===== config.mk =====
export PLATFORM = sky130hd
export DESIGN_NAME = axi_addr_xbar
export DESIGN_NICKNAME = d
export VERILOG_FILES = /design/src/rtl/axi_addr_xbar.sv
export SDC_FILE = /design/constraint.sdc
export NUM_CORES = 1
export LEC_CHECK = 0
export ABC_AREA = 1
export CORE_ASPECT_RATIO = 0.9
export CORE_MARGIN = 2
export CORE_UTILIZATION = 34
export DETAILED_ROUTE_END_ITERATION = 6
export PLACE_DENSITY_LB_ADDON = 0.3
export SYNTH_ARGS = -nofsm -noshare
export SYNTH_HDL_FRONTEND = slang
export SYNTH_SLANG_ARGS = --single-unit

===== constraint.sdc =====
create_clock -name clk -period 4.4 [get_ports clk]
set_input_delay 0.88 -clock clk [delete_from_list [all_inputs] [get_ports clk]]
set_output_delay 0.88 -clock clk [all_outputs]
set_load 0.03 [all_outputs]

===== src/rtl/axi_addr_xbar.sv =====
// axi_addr_xbar: N-master to M-slave AXI address-channel crossbar with round-robin grant lock
// Ports: clk, rst (async active-low); per-master id/addr/len/size/burst/valid in, ready out;
// broadcast id_s_o ({master index, id}) and payload out, one-hot valid_s_o out, ready_s_i in.
// Build option: define AXI_XBAR_REGSLICE_EN to place a 2-entry skid buffer before the slave ports.
module axi_addr_xbar #(
   parameter int NUM_M = 3,
   parameter int NUM_S = 8,
   parameter int ID_W = 4,
   parameter int IDS_W = ID_W + $clog2(NUM_M),
   parameter int ADDR_W = 32,
   parameter int LEN_W = 4,
   parameter int SIZE_W = 3,
   parameter int BURST_W = 2,
   parameter logic [NUM_S-2:0][ADDR_W-1:0] S_BASE = '0,
   parameter logic [NUM_S-2:0][ADDR_W-1:0] S_MASK = '1
) (
   input  logic                       clk,
   input  logic                       rst,
   input  logic [NUM_M*ID_W-1:0]      id_m_i,
   input  logic [NUM_M*ADDR_W-1:0]    addr_m_i,
   input  logic [NUM_M*LEN_W-1:0]     len_m_i,
   input  logic [NUM_M*SIZE_W-1:0]    size_m_i,
   input  logic [NUM_M*BURST_W-1:0]   burst_m_i,
   input  logic [NUM_M-1:0]           valid_m_i,
   output logic [NUM_M-1:0]           ready_m_o,
   output logic [IDS_W-1:0]           id_s_o,
   output logic [ADDR_W-1:0]          addr_s_o,
   output logic [LEN_W-1:0]           len_s_o,
   output logic [SIZE_W-1:0]          size_s_o,
   output logic [BURST_W-1:0]         burst_s_o,
   output logic [NUM_S-1:0]           valid_s_o,
   input  logic [NUM_S-1:0]           ready_s_i
);
   localparam int GW = $clog2(NUM_M);
   localparam int SW = $clog2(NUM_S);
   typedef enum logic {IDLE, LOCK} state_t;
   state_t state;
   logic [GW-1:0] rr_ptr, grant, win;
   logic [SW-1:0] sel, win_sel;
   logic [ADDR_W-1:0] win_addr;
   logic lock, g_valid, accept;
   logic [ID_W-1:0] g_id;
   logic [ADDR_W-1:0] g_addr;
   logic [LEN_W-1:0] g_len;
   logic [SIZE_W-1:0] g_size;
   logic [BURST_W-1:0] g_burst;
   // Round-robin search: scanning from the far end backwards leaves the nearest requester to rr_ptr.
   always_comb begin
      win = '0;
      for (int i = NUM_M - 1; i >= 0; i--)
         if (valid_m_i[(int'(rr_ptr) + i) % NUM_M]) win = GW'((int'(rr_ptr) + i) % NUM_M);
   end
   // Decode: descending scan so the lowest matching region wins; no match falls to the default slave.
   always_comb begin
      win_addr = addr_m_i[int'(win)*ADDR_W +: ADDR_W];
      win_sel = SW'(NUM_S - 1);
      for (int s = NUM_S - 2; s >= 0; s--)
         if ((win_addr & S_MASK[s]) == S_BASE[s]) win_sel = SW'(s);
   end
   assign lock = state == LOCK;
   assign g_valid = valid_m_i[grant];
   assign g_id = id_m_i[int'(grant)*ID_W +: ID_W];
   assign g_addr = addr_m_i[int'(grant)*ADDR_W +: ADDR_W];
   assign g_len = len_m_i[int'(grant)*LEN_W +: LEN_W];
   assign g_size = size_m_i[int'(grant)*SIZE_W +: SIZE_W];
   assign g_burst = burst_m_i[int'(grant)*BURST_W +: BURST_W];
   // A dropped valid releases the lock without advancing rr_ptr.
   always_ff @(posedge clk or negedge rst) begin
      if (!rst) begin
         state <= IDLE;
         rr_ptr <= '0;
         grant <= '0;
         sel <= '0;
      end else if (state == IDLE) begin
         if (|valid_m_i) begin
            grant <= win;
            sel <= win_sel;
            state <= LOCK;
         end
      end else if (!g_valid) begin
         state <= IDLE;
      end else if (accept) begin
         rr_ptr <= (int'(grant) == NUM_M - 1) ? '0 : grant + 1'b1;
         state <= IDLE;
      end
   end
`ifdef AXI_XBAR_REGSLICE_EN
   typedef struct packed {
      logic [NUM_S-1:0]   oh;
      logic [IDS_W-1:0]   id;
      logic [ADDR_W-1:0]  addr;
      logic [LEN_W-1:0]   len;
      logic [SIZE_W-1:0]  size;
      logic [BURST_W-1:0] burst;
   } ent_t;
   ent_t e0, e1, din;
   logic [1:0] cnt;
   logic push, pop;
   // e0 is always the head; its one-hot is kept zero while empty so valid_s_o is a pure flop.
   assign accept = cnt != 2'd2;
   assign push = lock && g_valid && accept;
   assign pop = |(e0.oh & ready_s_i);
   assign din = '{oh: NUM_S'(1) << sel, id: {grant, g_id}, addr: g_addr, len: g_len, size: g_size, burst: g_burst};
   always_ff @(posedge clk or negedge rst) begin
      if (!rst) begin
         e0 <= '0;
         e1 <= '0;
         cnt <= '0;
      end else begin
         cnt <= cnt + {1'b0, push} - {1'b0, pop};
         if (pop) begin
            if (cnt == 2'd2) e0 <= e1;
            else if (push) e0 <= din;
            else e0.oh <= '0;
         end else if (push) begin
            if (cnt == 2'd0) e0 <= din;
            else e1 <= din;
         end
      end
   end
   assign ready_m_o = (lock && accept) ? NUM_M'(1) << grant : '0;
   assign valid_s_o = e0.oh;
   assign id_s_o = e0.id;
   assign addr_s_o = e0.addr;
   assign len_s_o = e0.len;
   assign size_s_o = e0.size;
   assign burst_s_o = e0.burst;
`else
   assign accept = ready_s_i[sel];
   assign ready_m_o = (lock && accept) ? NUM_M'(1) << grant : '0;
   assign valid_s_o = (lock && g_valid) ? NUM_S'(1) << sel : '0;
   assign id_s_o = lock ? {grant, g_id} : '0;
   assign addr_s_o = lock ? g_addr : '0;
   assign len_s_o = lock ? g_len : '0;
   assign size_s_o = lock ? g_size : '0;
   assign burst_s_o = lock ? g_burst : '0;
`endif
endmodule


== Word level (Yosys, flattened, before mapping) ==
Cells that the tools add are included.
Widths: inputs -> output; s select.
Operators by class
  $add $sub $neg: 3
  multiply operators: 1
  div/mod/pow operators: 3
  $lt $le $gt $ge: 5
  equal/unequal tests: 1
  shift-type cells: 8
  muxes and demuxes: 29
  bitwise operators: 1
  reductions and logical operators: 6
Operators by type and width (number)
  $shiftx 96x8->32: 2
  $lt 32x4->1 const B: 3
  $mod 32x3->32 const B: 2
  $logic_not 32->1: 1
  $mod 3x3->32 const B: 1
  $mux 32: 1
  $shiftx 12x5->4: 2
  $mux 1: 12
  $mux 2: 5
  $mux 3: 3
  $shiftx 9x5->3: 1
  $bmux 1 s2: 4
  $mux 8: 1
  $shl 1x3->8 const A: 1
  $mux 6: 1
  $shiftx 6x4->2: 1
  $lt 3x4->1 const B: 1
  $mul 2x2->4 const B: 1
  $mux 4: 1
  $add 2x1->3 const B: 1
  $add 2x2->3 const B: 1
  $bmux 1 s3: 1
  $lt 2x3->1 const B: 1
  $reduce_and 3->1: 1
  7 further kinds: 8
Word-level totals
  register bits after elaboration: 8
  bits of input ports: 148
  word-level logic and storage cells: 61

== Longest topological paths before layout ==
Gate-level depths: netlist (run 1).
  depth after elaboration: 11
  depth in mapped cells: 13

== Worst setup path before layout (run 1) ==
Ideal clock, no wire load.
  path type: input to output
  from: in valid_m_i[1]
  to: out valid_s_o[0]
  data arrival time: 1.634 ns
  path slack: 1.886 ns
  stages: 4
  buffers on the path: 0
  cell sequence: inv_2 -> o221ai_1 -> nand2_1 -> nor2_1
Between the ends
  word-level cells in the longest chain between the ends: 4
RTL lines
  start, declared: RTL line 24  | input logic [NUM_M-1:0] valid_m_i,
  $bmux 1 s2: RTL line 61  | assign g_valid = valid_m_i[grant];
  $mux 1 (implied by the code): RTL line 61
  $logic_and 1x1->1: RTL line 131  | assign valid_s_o = (lock && g_valid) ? NUM_S'(1) << sel : '0;
  $mux 8: RTL line 131
  end, declared: RTL line 31  | output logic [NUM_S-1:0] valid_s_o,
No other way between the ends. The select of a mux whose other input is x is not followed.

== Worst setup path in the final report (run 1) ==
  from: reg grant[1]
  to: out addr_s_o[8]
Between the ends
  word-level cells in the longest chain between the ends: 2
RTL lines
  start, declared: RTL line 38  | logic [GW-1:0] rr_ptr, grant, win;
  start signal, assigned: RTL line 76  | grant <= win;
  $shiftx 96x8->32: RTL line 63  | assign g_addr = addr_m_i[int'(grant)*ADDR_W +: ADDR_W];
  $mux 32: RTL line 133  | assign addr_s_o = lock ? g_addr : '0;
  end, declared: RTL line 27  | output logic [ADDR_W-1:0] addr_s_o,
No other way between the ends.

==> metrics.txt, run 1 <==
# TYPE chip_impl_metric gauge
chip_impl_metric{name="post_route_clock_period_utilization",unit="%"} 84.4
chip_impl_info{name="hold_path_end",value="rr_ptr[0]"} 1
chip_impl_metric{name="synth.yosys.seq_area_share",unit="%"} 6.81
chip_impl_metric{name="worst_slew_pin_slew",unit="ns"} 0.778
chip_impl_metric{name="synthesized_area_fraction_occupied_by_ao_oa_aoi_and_oai_cells",unit="%"} 16.9
chip_impl_metric{name="regToRegSetupSlack",unit="ns"} 2.38
chip_impl_info{name="run_status",value="complete, no violations"} 1
chip_impl_metric{name="cell_internal_pwr",unit="uW"} 977
chip_impl_metric{name="drtIter0Drc",unit=""} 137
chip_impl_info{name="post-synth-top-area-cell",value="sky130_fd_sc_hd__nand2_1"} 1
chip_impl_metric{name="synth_largest_type_area_fraction",unit="%"} 22.0
chip_impl_metric{name="number_of_global_route_vias_before_repair",unit=""} 3426
chip_impl_metric{name="final_worst_slack",unit="ns"} 0.688
chip_impl_metric{name="synth_seq_cells",unit=""} 6
chip_impl_metric{name="antenna_violating_nets_post_route",unit=""} 0
chip_impl_metric{name="post-route-cell-area",unit="um^2"} 4190
chip_impl_metric{name="synth_async_sr_flop_share",unit="%"} 100
chip_impl_info{name="synth.area.top_cells",value="sky130_fd_sc_hd__nand2_1 22%, sky130_fd_sc_hd__inv_1 19%, sky130_fd_sc_hd__nand3_1 13%"} 1
chip_impl_metric{name="final_max_slew_viol_count",unit=""} 0
chip_impl_info{name="worst_hold_startpoint",value="rr_ptr[0]"} 1
chip_impl_metric{name="overflow",unit=""} 0
chip_impl_metric{name="timing.critical_path.required",unit="ns"} 3.52
chip_impl_metric{name="power.switching_fraction",unit="%"} 59.4
chip_impl_info{name="worst_r2r_endpoint",value="lock"} 1
chip_impl_metric{name="ctsHoldBuffers",unit=""} 0
chip_impl_metric{name="cts_sinks",unit=""} 6
chip_impl_metric{name="n_antenna_cell",unit=""} 0
chip_impl_metric{name="die_width",unit="um"} 88.9
chip_impl_metric{name="max-cap-violations",unit=""} 0
chip_impl_metric{name="area.growth.synth_to_final",unit="%"} 90.0
chip_impl_metric{name="worst_path_fanout_max",unit=""} 28
chip_impl_metric{name="antenna_violations_before_repair",unit=""} 0
chip_impl_metric{name="synth_fa_ha_area_share",unit="%"} 1.70
chip_impl_metric{name="synthMuxAreaShare",unit="%"} 0.454
chip_impl_metric{name="final.setup.tns",unit="ns"} 0
chip_impl_metric{name="drc_errors",unit=""} 0
chip_impl_metric{name="placeableCoreArea",unit="um^2"} 6180
chip_impl_metric{name="power.sequential.fraction",unit="%"} 6.7
chip_impl_metric{name="power.net_switching",unit="mW"} 1.43
chip_impl_metric{name="max_clock_freq",unit="MHz"} 269
chip_impl_metric{name="timing.slew.headroom",unit="%"} 48.1
chip_impl_metric{name="wl",unit="um"} 9970
chip_impl_metric{name="power.static_leakage",unit="nW"} 2.16
chip_impl_metric{name="synth_cell_types",unit=""} 27
chip_impl_metric{name="route.vias.total",unit=""} 3564
chip_impl_metric{name="finalCoreUtilization",unit="%"} 67.8
chip_impl_metric{name="grt_pass1_wl",unit="um"} 15000
chip_impl_metric{name="avgSynthCellArea",unit="um^2"} 4.95
chip_impl_metric{name="drt_first_pass_iters",unit=""} 6
chip_impl_metric{name="pwr-share-comb",unit="%"} 90.0
chip_impl_metric{name="vdd_ir_drop_max",unit="mV"} 0.412
chip_impl_metric{name="port_buffers",unit=""} 193
chip_impl_metric{name="resized_gates_after_cts",unit=""} 0
chip_impl_metric{name="die_area",unit="um^2"} 7150
chip_impl_info{name="postSynth.topFlopCell",value="sky130_fd_sc_hd__dfrtp_1"} 1
chip_impl_info{name="min-delay-path-class",value="flip-flop to flip-flop"} 1
chip_impl_metric{name="initial_core_util",unit="%"} 35.7
chip_impl_metric{name="cts_inserted_buffers",unit=""} 3
chip_impl_metric{name="cts_setup_buffers",unit=""} 0
chip_impl_metric{name="finish.net_count",unit=""} 778
chip_impl_metric{name="synthXorXnorAreaFrac",unit="%"} 0
chip_impl_metric{name="wl_per_cell",unit="um"} 14.0
chip_impl_info{name="cp-end-kind",value="output port"} 1
chip_impl_info{name="tritoncts",value="yes"} 1
chip_impl_info{name="rsz0062_at_grt",value="no"} 1
chip_impl_metric{name="arrival",unit="ns"} 2.83
chip_impl_metric{name="setup_viol",unit=""} 0
chip_impl_metric{name="timing.clock.skew",unit="ns"} 0.000797
chip_impl_metric{name="clock_path_buffers",unit=""} 2
chip_impl_metric{name="finalCriticalPeriod",unit="ns"} 3.71
chip_impl_metric{name="die-height",unit="um"} 80.4
chip_impl_metric{name="synth_simple_gate_area_share",unit="%"} 46.6
chip_impl_info{name="combinational_family_with_the_most_area_after_synthesis",value="simple AND/OR/NAND/NOR gates"} 1
chip_impl_metric{name="pwr_density_cell",unit="nW/um^2"} 574
chip_impl_metric{name="standard_cell_row_count",unit=""} 27
chip_impl_metric{name="r2r.worst_path.cells",unit=""} 5
chip_impl_metric{name="gp_congestion",unit=""} 0.878
chip_impl_metric{name="ys.warnings.count",unit=""} 0
chip_impl_metric{name="final_hpwl_dp",unit="um"} 8080
chip_impl_metric{name="synth_area",unit="um^2"} 2210
chip_impl_metric{name="dpl_cell_area",unit="um^2"} 4150
chip_impl_metric{name="pre_cts_slack",unit="ns"} 0.877
chip_impl_metric{name="number_of_enable_flip_flop_cells_after_synthesis",unit=""} 0
chip_impl_metric{name="final_hold_viol_count",unit=""} 0
chip_impl_metric{name="vias_per_cell",unit=""} 5.01
chip_impl_metric{name="track_usage",unit="%"} 26.1
chip_impl_metric{name="clock_power_share",unit="%"} 3.4
chip_impl_metric{name="floorplan.io_pins",unit=""} 206
chip_impl_info{name="root_buffer",value="sky130_fd_sc_hd__clkbuf_8"} 1
chip_impl_metric{name="grt_start_max_net_pins",unit=""} 32
chip_impl_metric{name="drive_above_1_share",unit="%"} 4.48
chip_impl_metric{name="worst_hold_path.num_cells",unit=""} 2
chip_impl_info{name="path_class",value="flip-flop to output port"} 1
chip_impl_info{name="worstReg2RegStart",value="grant[1]"} 1
chip_impl_metric{name="h_tree_depth",unit=""} 1
chip_impl_metric{name="clock_slew_at_the_register_clock_pins_of_the_worst_setup_and_hold_paths",unit="ns"} 0.04
chip_impl_metric{name="insertion_delay",unit="ns"} 0.22
chip_impl_info{name="worstSetupStartpointType",value="flip-flop"} 1
chip_impl_metric{name="post_synthesis_cells",unit=""} 446
-- cells in the final DEF, fill, tap and decap left out --
cell type | synthesis | final
sky130_fd_sc_hd__clkdlybuf4s50_1 | 0 | 193
sky130_fd_sc_hd__nand2_1 | 129 | 129
sky130_fd_sc_hd__inv_1 | 114 | 114
sky130_fd_sc_hd__nand3_1 | 58 | 58
sky130_fd_sc_hd__nor2_1 | 32 | 32
sky130_fd_sc_hd__o221ai_1 | 26 | 26
sky130_fd_sc_hd__inv_2 | 8 | 8
sky130_fd_sc_hd__nand4_1 | 8 | 8
sky130_fd_sc_hd__o211ai_1 | 6 | 6
sky130_fd_sc_hd__conb_1 | 1 | 6
sky130_fd_sc_hd__dfrtp_1 | 6 | 6
sky130_fd_sc_hd__o21ai_1 | 5 | 5
sky130_fd_sc_hd__nand2_2 | 4 | 4
sky130_fd_sc_hd__o21ai_0 | 4 | 4
sky130_fd_sc_hd__nor4_1 | 4 | 4
sky130_fd_sc_hd__buf_4 | 8 | 4
sky130_fd_sc_hd__nor2_2 | 3 | 3
sky130_fd_sc_hd__o21ai_2 | 3 | 3
sky130_fd_sc_hd__ha_1 | 3 | 3
sky130_fd_sc_hd__clkbuf_8 | 0 | 3
sky130_fd_sc_hd__mux2i_1 | 1 | 1
sky130_fd_sc_hd__a31oi_2 | 1 | 1
sky130_fd_sc_hd__nand3_2 | 1 | 1
sky130_fd_sc_hd__nor3_1 | 1 | 1
sky130_fd_sc_hd__a21oi_2 | 1 | 1
sky130_fd_sc_hd__o21a_1 | 1 | 1
-- stage by stage --
stage                     std cells  power, mW  hold WS, ns
after global placement          709       2.28        0.514
after floorplan                 451       1.54        0.487
final                           712       2.40        0.538
after global routing            712       2.59        0.606
after detailed placement        709       2.31        0.526
after CTS                       712       2.40        0.531
-- worst max path at each step --
stage | end | cells after the start | from | slack (ns)
finish | addr_s_o[8] | 7 | grant[1] | 0.69
global route | addr_s_o[8] | 7 | grant[1] | 0.55
CTS | addr_s_o[8] | 7 | grant[1] | 0.67
detailed placement | valid_s_o[7] | 6 | valid_m_i[2] | 0.88
global placement | valid_s_o[7] | 6 | valid_m_i[1] | 0.89
floorplan | valid_s_o[0] | 4 | valid_m_i[1] | 1.89
-- area by class of cell --
| type | count | area [um^2] |
|---|---|---|
| Multi-Input combinational cell | 297 | 1470 |
| Inverter | 122 | 458 |
| Timing Repair Buffer | 197 | 1960 |
| Fill cell | 565 | 1990 |
| Tap cell | 87 | 109 |
| Sequential cell | 6 | 150 |
| Clock buffer | 3 | 41.3 |
-- power groups by stage --
stage | Clock, mW | Sequential (mW) | Combinational (mW)
floorplan | 0 | 0.107 | 1.43
global placement | 0 | 0.157 | 2.12
detailed placement | 0 | 0.159 | 2.15
CTS | 0.0820 | 0.158 | 2.16
global route | 0.0877 | 0.167 | 2.34
finish | 0.0808 | 0.160 | 2.16
-- synth_stat cells, types with 2 or more instances --
cell,count
sky130_fd_sc_hd__buf_1,2
sky130_fd_sc_hd__buf_2,14
sky130_fd_sc_hd__buf_4,8
sky130_fd_sc_hd__clkbuf_1,2
sky130_fd_sc_hd__dfrtp_1,6
sky130_fd_sc_hd__ha_1,3
sky130_fd_sc_hd__inv_1,114
sky130_fd_sc_hd__inv_2,8
sky130_fd_sc_hd__nand2_1,129
sky130_fd_sc_hd__nand2_2,4
sky130_fd_sc_hd__nand3_1,58
sky130_fd_sc_hd__nand4_1,8
sky130_fd_sc_hd__nor2_1,32
sky130_fd_sc_hd__nor2_2,3
sky130_fd_sc_hd__nor4_1,4
sky130_fd_sc_hd__o211ai_1,6
sky130_fd_sc_hd__o21ai_0,4
sky130_fd_sc_hd__o21ai_1,5
sky130_fd_sc_hd__o21ai_2,3
sky130_fd_sc_hd__o221ai_1,26
-- per-layer routing --
metal	part of all wire, %	GRT usage [%]
met1	39	28.8
met2	48	49.0
met4	3.1	8.18
met5	0	0
met3	10	5.24
-- state kept, by name, indices dropped and copies added (netlist names) --
signal	cells
grant	2
rr_ptr	2
lock	1
sel	1
-- cell families after synthesis --
logic type / count (synthesis)
AOI/OAI and AO/OA: 47
adders and majority gates: 3
buffers and inverters: 148
DFF: 6
muxes: 1
other: 1
and+or+nand+nor: 240
-- worst max-delay path, cell delays in order, from the launching register on --
cell and delay [ns]:
sky130_fd_sc_hd__dfrtp_1 0.44, sky130_fd_sc_hd__inv_2 0.42, sky130_fd_sc_hd__nand2_1 0.40, sky130_fd_sc_hd__buf_4 0.31
sky130_fd_sc_hd__o221ai_1 0.19, sky130_fd_sc_hd__nand2_1 0.08, sky130_fd_sc_hd__inv_1 0.09, sky130_fd_sc_hd__clkdlybuf4s50_1 0.67
(Power assumes the default switching activity.)
==> run 2, diff against run 1 <==
Settings changed: CORE_UTILIZATION 34 to 28.
Clock period 4.4 ns to 3 ns, I/O delays scaled along.
==> run 2 against run 1 <==
Against the previous run: global-route usage down 4.3 points; wire length down 1.8%; sequential cell count unchanged; largest cell class unchanged.
==> metrics.txt, run 2 (same netlist as run 1, synthesis figures left out) <==
# TYPE chip_impl_metric gauge
chip_impl_info{name="run_status",value="complete, no violations"} 1
chip_impl_metric{name="vias_per_cell",unit=""} 4.82
chip_impl_metric{name="die_width",unit="um"} 97.6
chip_impl_metric{name="timing.clock.skew",unit="ns"} 0.00373
chip_impl_metric{name="grt_start_max_net_pins",unit=""} 49
chip_impl_metric{name="worst_path_fanout_max",unit=""} 31
chip_impl_metric{name="final_max_slew_viol_count",unit=""} 0
chip_impl_metric{name="overflow",unit=""} 0
chip_impl_metric{name="cell_internal_pwr",unit="mW"} 1.36
chip_impl_metric{name="standard_cell_row_count",unit=""} 30
chip_impl_metric{name="arrival",unit="ns"} 2.04
chip_impl_info{name="rsz0062_at_grt",value="no"} 1
chip_impl_metric{name="worst_slew_pin_slew",unit="ns"} 0.582
chip_impl_metric{name="finalNonFillerCells",unit=""} 722
chip_impl_metric{name="power.static_leakage",unit="nW"} 2.26
chip_impl_metric{name="setup_viol",unit=""} 0
chip_impl_metric{name="drt_first_pass_iters",unit=""} 4
chip_impl_info{name="cp-end-kind",value="output port"} 1
chip_impl_metric{name="port_buffers",unit=""} 193
chip_impl_metric{name="drc_errors",unit=""} 0
chip_impl_metric{name="antenna_violating_nets_post_route",unit=""} 0
chip_impl_metric{name="pwr-share-comb",unit="%"} 91.9
chip_impl_metric{name="die_area",unit="um^2"} 8610
chip_impl_metric{name="placeableCoreArea",unit="um^2"} 7580
chip_impl_metric{name="finish.net_count",unit=""} 779
chip_impl_metric{name="power.sequential.fraction",unit="%"} 4.6
chip_impl_metric{name="die-height",unit="um"} 88.2
chip_impl_metric{name="clock_slew_at_the_register_clock_pins_of_the_worst_setup_and_hold_paths",unit="ns"} 0.04
chip_impl_info{name="root_buffer",value="sky130_fd_sc_hd__clkbuf_8"} 1
chip_impl_metric{name="wl",unit="um"} 9790
chip_impl_metric{name="wl_met1",unit="um"} 3870
chip_impl_metric{name="numPlacedInstances",unit=""} 719
chip_impl_metric{name="wl_per_cell",unit="um"} 13.6
chip_impl_metric{name="cts_sinks",unit=""} 6
chip_impl_metric{name="cts_setup_buffers",unit=""} 0
chip_impl_info{name="most_frequent_standard_cell_in_the_layout_excluding_fill_and_tap_cells",value="sky130_fd_sc_hd__clkdlybuf4s50_1"} 1
chip_impl_metric{name="clock_path_buffers",unit=""} 2
chip_impl_metric{name="drive_above_1_share",unit="%"} 12.6
chip_impl_info{name="tritoncts",value="yes"} 1
chip_impl_metric{name="finalCriticalPeriod",unit="ns"} 2.64
chip_impl_metric{name="resized_gates_after_cts",unit=""} 0
chip_impl_metric{name="n_antenna_cell",unit=""} 0
chip_impl_metric{name="drtIter0Drc",unit=""} 100
chip_impl_info{name="min-delay-path-class",value="flip-flop to flip-flop"} 1
chip_impl_metric{name="clock_power_share",unit="%"} 3.5
chip_impl_metric{name="met3WireLength",unit="um"} 971
chip_impl_metric{name="power.net_switching",unit="mW"} 2.11
chip_impl_metric{name="route.met2.wl",unit="um"} 4720
chip_impl_metric{name="number_of_global_route_vias_before_repair",unit=""} 3529
chip_impl_metric{name="insertion_delay",unit="ns"} 0.22
chip_impl_metric{name="antenna_violations_before_repair",unit=""} 0
chip_impl_metric{name="timing.critical_path.required",unit="ns"} 2.40
chip_impl_metric{name="max-cap-violations",unit=""} 0
chip_impl_metric{name="vdd_ir_drop_max",unit="mV"} 0.606
chip_impl_info{name="largest_registers",value="grant x2, rr_ptr x2"} 1
chip_impl_metric{name="route.vias.total",unit=""} 3483
chip_impl_metric{name="area.growth.synth_to_final",unit="%"} 86.9
chip_impl_info{name="path_class",value="flip-flop to output port"} 1
chip_impl_metric{name="initial_core_util",unit="%"} 29.1
chip_impl_metric{name="h_tree_depth",unit=""} 1
chip_impl_info{name="top_layer",value="met4"} 1
chip_impl_metric{name="total_of_fill_cells_in_the_finished_design",unit=""} 766
chip_impl_metric{name="cts_inserted_buffers",unit=""} 3
chip_impl_metric{name="post_route_clock_period_utilization",unit="%"} 88.0
chip_impl_metric{name="floorplan.io_pins",unit=""} 206
chip_impl_metric{name="final_hold_viol_count",unit=""} 0
chip_impl_metric{name="timing.slew.headroom",unit="%"} 61.2
chip_impl_info{name="worstSetupStartpointType",value="flip-flop"} 1
chip_impl_metric{name="grt_pass1_wl",unit="um"} 15500
chip_impl_metric{name="final_hpwl_dp",unit="um"} 7940
chip_impl_info{name="most_used_cells_in_the_layout_excluding_fill_and_tap_cells",value="143 x sky130_fd_sc_hd__clkdlybuf4s50_1, 129 x sky130_fd_sc_hd__nand2_1, 114 x sky130_fd_sc_hd__inv_1"} 1
chip_impl_metric{name="track_usage",unit="%"} 21.8
chip_impl_metric{name="gp_congestion",unit=""} 0.854
chip_impl_metric{name="final.setup.tns",unit="ns"} 0
chip_impl_metric{name="ctsHoldBuffers",unit=""} 0
chip_impl_metric{name="max_clock_freq",unit="MHz"} 379
chip_impl_metric{name="pwr_density_cell",unit="nW/um^2"} 843
chip_impl_metric{name="power.switching_fraction",unit="%"} 60.8
[run 2: cell count changes in the layout (fill, tap and decap cells not counted), sizes merged]
cell / delta
buf: +51
clkdlybuf4s50: -50
[run 2: power groups by stage]
stage               Clock, mW  Sequential (mW)  Combinational (mW)
finish                  0.121            0.160                3.19
global route            0.132            0.167                3.48
floorplan                   0            0.157                2.10
detailed placement          0            0.160                3.20
global placement            0            0.159                3.17
CTS                     0.124            0.160                3.21
[run 2: final cells by class]
class / count / area, um^2 / area share, %
clock buffers: 3 / 41.3 / 1.00
inverters: 122 / 458 / 11.1
multi-input cells: 297 / 1470 / 35.7
repair buffers: 198 / 1880 / 45.6
flip-flops and latches: 6 / 150 / 3.64
well taps: 96 / 120 / 2.91
[run 2: worst max-delay path, cell delays in order (launching register included)]
cell,delay [ns]
sky130_fd_sc_hd__dfrtp_1,0.45
sky130_fd_sc_hd__nand2_2,0.27
sky130_fd_sc_hd__inv_2,0.53
sky130_fd_sc_hd__nand2_1,0.09
sky130_fd_sc_hd__o221ai_1,0.09
sky130_fd_sc_hd__nand2_1,0.11
sky130_fd_sc_hd__inv_1,0.13
sky130_fd_sc_hd__buf_12,0.12
[run 2: metrics by stage]
stage | cell area [um^2] | setup WS (ns) | utilization (%) | hold slack [ns] | total power [mW]
global placement | 4080 | 0.551 | 53.8 | 0.518 | 3.33
detailed placement | 4080 | 0.533 | 53.8 | 0.526 | 3.36
floorplan | 2220 | 1.05 | - | 0.304 | 2.26
CTS | 4120 | 0.374 | 54.4 | 0.546 | 3.50
finish | 4120 | 0.361 | 54.4 | 0.539 | 3.47
global route | 4120 | 0.187 | 54.4 | 0.591 | 3.78
[run 2: routing by layer]
layer | track usage [%] | up-vias
li1 | - | 1739
met1 | 23.5 | 1543
met2 | 42.2 | 180
met3 | 5.27 | 21
met4 | 7.20 | 0
met5 | 0 | -
[run 2: worst paths after layout]
kind                       startpoint  depth (start not counted)          end  slack, ns
setup / recovery             grant[1]                          7  addr_s_o[7]       0.36
max in group asynchronous         rst                          1     grant[0]       2.17
hold / removal              rr_ptr[0]                          2    rr_ptr[0]       0.54
hold reg to reg             rr_ptr[0]                          2    rr_ptr[0]       0.54
min in group asynchronous         rst                          1    rr_ptr[0]       0.61
setup reg to reg            rr_ptr[0]                         13       sel[1]       1.30
==> run 3, diff against run 2 <==
Settings changed: SLEW_MARGIN set to 20.
==> results of run 3 <==
Final layout, timing and power as in run 2 (identical DEF).
